===== config.mk =====
export PLATFORM = sky130hd
export DESIGN_NAME = alu_result_serializer
export DESIGN_NICKNAME = d
export VERILOG_FILES = /design/src/rtl/alu_result_serializer.sv
export SDC_FILE = /design/constraint.sdc
export NUM_CORES = 1
export LEC_CHECK = 0
export ABC_AREA = 1
export CAP_MARGIN = 20
export CORE_MARGIN = 2
export CORE_UTILIZATION = 45
export DETAILED_ROUTE_END_ITERATION = 16
export HOLD_SLACK_MARGIN = 0.1
export PLACE_DENSITY_LB_ADDON = 0.08
export RECOVER_POWER = 50
export SYNTH_ARGS = -nofsm -noshare
export SYNTH_HDL_FRONTEND = slang
export SYNTH_SLANG_ARGS = --single-unit

===== constraint.sdc =====
create_clock -name clk -period 2.1 [get_ports clk]
set_clock_uncertainty 0.1 [all_clocks]
set_input_delay 0.42 -clock clk [delete_from_list [all_inputs] [get_ports clk]]
set_output_delay 0.42 -clock clk [all_outputs]
set_load 0.02 [all_outputs]

===== src/rtl/alu_result_serializer.sv =====
// Captures one ALU result snapshot into a 24-bit frame and streams it MSB first
// over a valid/ready serial link, optionally followed by an even-parity bit.
module alu_result_serializer #(
  parameter bit PARITY_EN = 1'b1
) (
  input  logic       clk,
  input  logic       rst_n,
  input  logic       cap_valid,
  output logic       cap_ready,
  input  logic       Sum,
  input  logic       Carry,
  input  logic       Diff,
  input  logic       Bout,
  input  logic       Mux_out,
  input  logic       Storing,
  input  logic       AND,
  input  logic       OR,
  input  logic       NOT,
  input  logic       XOR,
  input  logic       XNOR,
  input  logic       NAND,
  input  logic       NOR,
  input  logic [3:0] Product,
  input  logic [3:0] Decoder_Y,
  output logic       ser_data,
  output logic       ser_valid,
  output logic       ser_last,
  input  logic       ser_ready,
  output logic       busy,
  output logic [7:0] frame_cnt,
  output logic [1:0] dbg_state
);

  // Handshake: a bit moves on any rising edge where ser_valid && ser_ready;
  // a snapshot is taken on any rising edge where cap_valid && cap_ready.
  typedef enum logic [1:0] {
    IDLE  = 2'd0,
    SHIFT = 2'd1,
    PAR   = 2'd2
  } state_t;

  state_t      state_q, state_d;
  logic [23:0] shreg_q;
  logic [4:0]  bit_cnt_q;
  logic        par_q;
  logic [2:0]  tag_q;
  logic [7:0]  frame_cnt_q;
  logic [23:0] frame_in;
  logic        capture;
  logic        frame_done;

  assign frame_in = {tag_q, Product, Decoder_Y, Sum, Carry, Diff, Bout,
                     AND, OR, NOT, XOR, XNOR, NAND, NOR, Mux_out, Storing};
  assign capture  = (state_q == IDLE) && cap_valid;

  always_comb begin
    state_d    = state_q;
    frame_done = 1'b0;
    case (state_q)
      IDLE: begin
        if (cap_valid) state_d = SHIFT;
      end
      SHIFT: begin
        if (ser_ready && (bit_cnt_q == 5'd0)) begin
          if (PARITY_EN) begin
            state_d = PAR;
          end else begin
            state_d    = IDLE;
            frame_done = 1'b1;
          end
        end
      end
      PAR: begin
        if (ser_ready) begin
          state_d    = IDLE;
          frame_done = 1'b1;
        end
      end
      default: state_d = IDLE;
    endcase
  end

  always_ff @(posedge clk or negedge rst_n) begin
    if (!rst_n) begin
      state_q <= IDLE;
    end else begin
      state_q <= state_d;
    end
  end

  // Parity is latched at capture so later input changes cannot disturb it.
  always_ff @(posedge clk or negedge rst_n) begin
    if (!rst_n) begin
      shreg_q     <= '0;
      bit_cnt_q   <= '0;
      par_q       <= 1'b0;
      tag_q       <= '0;
      frame_cnt_q <= '0;
    end else begin
      if (capture) begin
        shreg_q   <= frame_in;
        bit_cnt_q <= 5'd23;
        par_q     <= ^frame_in;
      end else if ((state_q == SHIFT) && ser_ready && (bit_cnt_q != 5'd0)) begin
        shreg_q   <= {shreg_q[22:0], 1'b0};
        bit_cnt_q <= bit_cnt_q - 5'd1;
      end
      if (frame_done) begin
        frame_cnt_q <= frame_cnt_q + 8'd1;
        tag_q       <= tag_q + 3'd1;
      end
    end
  end

  assign cap_ready = (state_q == IDLE);
  assign busy      = (state_q != IDLE);
  assign ser_valid = (state_q != IDLE);
  assign ser_data  = (state_q == SHIFT) ? shreg_q[23] :
                     (state_q == PAR)   ? par_q       : 1'b0;
  assign ser_last  = (state_q == PAR) ||
                     ((state_q == SHIFT) && (bit_cnt_q == 5'd0) && !PARITY_EN);
  assign frame_cnt = frame_cnt_q;
  assign dbg_state = state_q;

endmodule


==> results.cfg <==
[global_routing]
grt_max_degree = 28
grt_first_pass_wirelength_mm = 8.790
antenna_found_initial = 0
grt_pass1_vias = 1973
grtUsageTotal_pct = 17.40
globalRouteOverflowTotal = 0

[pwr]
power.leakage_nw = 1.571
ir_drop_uv = 554.4
p_per_area_nw_per_um2 = 1059

[hold_path]
hold_class = reg2reg
holdPathStages = 1

[worst_setup_path]
reg2regPathDepth = 10
path_max_fanout = 4
rrSetupSlack_ns = 0.27
rr_startpoint = bit_cnt_q[0]
critPathKind = reg2out
crit_path_start = dbg_state[1]
critPathCaptureType = primary output
setup.worst_path.end = ser_valid
regToRegEndpoint = shreg_q[10]
arrival_ns = 1.49
start_kind = flop
crit_required_ns = 1.58

[floorplanning]
io_pins = 40
core_sq_um = 5851
start_util_pct = 45.77
die_w_um = 81.14
dieArea_sq_um = 6583
die_h_um = 81.14
rows = 28

[synthesis]
synthesis.area_sq_um = 2678
yosysTopAreaCellShare_pct = 40.19
yosys_register_bits = 43
ys_seq_area_share_pct = 40.19
syn_nets = 369
synthTopCellsByArea = dfrtp_1, nand2_1, a31oi_2
synth_cells = 341
yosys.area.top_type = dfrtp_1
syn_avg_cell_area_sq_um = 7.852
yosys_warnings = 0
synthDistinctLibCells = 30

[sta]
fmax_mhz = 497.1
fin_hold_ws_ns = 0.3887
max_slew_margin_pct = 39.56
fin_crit_sh_pct = 95.79
rsz0062_at_grt = no
final-hold-violation-count = 0
tns_ns = 0
setup_viol = 0
worstMarginPinSlew_ns = 0.9066
slew_viol_final = 0
min_period_ns = 2.012

[placement]
hpwl_mm = 4.027
gp_congestion = 0.7756
postPlaceCellArea_sq_um = 3129
dpl.cell_count = 450
port_buffers = 39

[clock_network]
cts.sinks = 43
cts-root-buf = clkbuf_8
cts-htree-levels = 2
postCtsSetupBuffers = 0
clockBufferDepth = 2
clkLatencyLatePin_ns = 0.29
cts_tree = done
cts_buffers = 5
path_clk_slew_ns = 0.07

[routing]
drt_pre_antenna_iters = 4
ant_nets = 0
vias = 2198
wl_per_cell_um = 11.37
wl_mm = 5.218
initialDrtViolationCount = 74
drc = 0
via_per_inst = 4.789

[cells_and_area]
register_area_sq_um = 1077
n_fill_cell = 557
area_growth_pct = 19.67
stdcell_area_sq_um = 3204
antennaDiodeCount = 0
fin_nets = 411
multi_input_area_sq_um = 1351
final_cells = 459
final_util_pct = 54.77
layout-drive-gt1-share_pct = 10.94

[job]
maxCapViolations = 0

[status]
status = finished, final reports clean
worst max-delay path, stage by stage (launching register included):
cell             delay, ns
dfrtp_1               0.44
nor2_4                0.17
inv_1                 0.06
clkdlybuf4s50_1       0.53
stage by stage:
step | worst slack (ns) | power [W]
after global placement | 0.1390 | 0.002885
after CTS | 0.01989 | 0.003436
after detailed placement | 0.07947 | 0.002932
after global routing | 0.01442 | 0.003688
final | 0.08836 | 0.003395
after floorplan | 0.3273 | 0.002560
synth_stat cells:
cell type,number
xor2_1,9
buf_4,4
a22o_1,1
a31oi_2,15
nand3_1,11
nor2_4,1
inv_1,33
buf_2,4
inv_2,3
buf_12,2
a31oi_1,4
buf_6,1
o21ai_1,1
nand2_4,3
nor2_1,30
xnor2_1,13
nor3_2,1
nand4_1,1
nor2_2,5
o2bb2ai_1,1
dfrtp_1,43
nand2_8,1
o211ai_1,4
nor3b_2,1
nor2_8,1
o21ai_0,9
a21oi_1,1
ha_1,3
nand2_1,134
clkbuf_1,1
sequential cells by signal, summed over array words and instances, names as in the netlist:
signal     cells
shreg_q       24
frame_cnt      8
bit_cnt_q      5
tag_q          3
par_q          1
dbg_state      2
what timing repair did:
action,CTS,global route
hold endpoints to repair,16,0
resized for setup,3,3
endpoints found under the setup margin,3,2
hold buffers,1,0
placed cells by master (no fill, tap or decap), drive strengths merged:
cell type	count
xor2	9
a22o	1
nor3	1
nand4	1
dfrtp	43
dlygate4sd3	2
ha	3
o21ai	10
clkbuf	11
nor3b	1
dlygate4sd2	3
clkdlybuf4s50	33
nand3	11
clkinv	1
inv	36
xnor2	13
buf	4
nor2	37
dlymetal6s2s	1
o211ai	4
a31oi	19
o2bb2ai	1
a21oi	1
nand2	138
logic make-up (layout without fill, tap and decap cells):
logic type      Yosys count  in the layout  synth area share (%)
xor+xnor                 22             22                 7.196
flops                    43             43                 40.19
compound gates           36             36                 11.78
buf+inv                  48             91                 8.972
simple gates            189            189                 30.47
fa+ha+maj                 3              3                 1.402
layer usage:
layer | vias to the layer above | part of all wire [%] | global-route usage (%)
met2 | 42 | 49 | 30.58
met1 | 1003 | 46 | 21.31
met5 | - | 0 | 0
li1 | 1147 | - | -
met3 | 6 | 3.5 | 3.444
met4 | 0 | 1.3 | 5.763
final cells by class:
class                   count  share of cell area, %
clock buffers               7                  2.382
clock inverters             1                 0.1562
inverters                  36                  4.217
multi-input cells         250                  42.17
flip-flops and latches     43                  33.62
well taps                  75                  2.929
repair buffers             47                  14.53
report_power, final:
part	switching [W]	internal [W]
Clock	0.000276	0.000234
Sequential	0.000210	0.00113
Combinational	0.000873	0.000670
Total	0.00136	0.00204
how the worst min path moves through the flow:
| stage | start | endpoint | slack [ns] |
|---|---|---|---|
| after floorplan | rst_n | bit_cnt_q[0] | 0.02 |
| after global placement | rst_n | frame_cnt[3] | 0.27 |
| after detailed placement | rst_n | frame_cnt[3] | 0.27 |
| after CTS | bit_cnt_q[3] | bit_cnt_q[3] | 0.40 |
| after global routing | bit_cnt_q[3] | bit_cnt_q[3] | 0.41 |
| final | bit_cnt_q[3] | bit_cnt_q[3] | 0.39 |
Note: power is estimated with default switching activity, not from simulation.
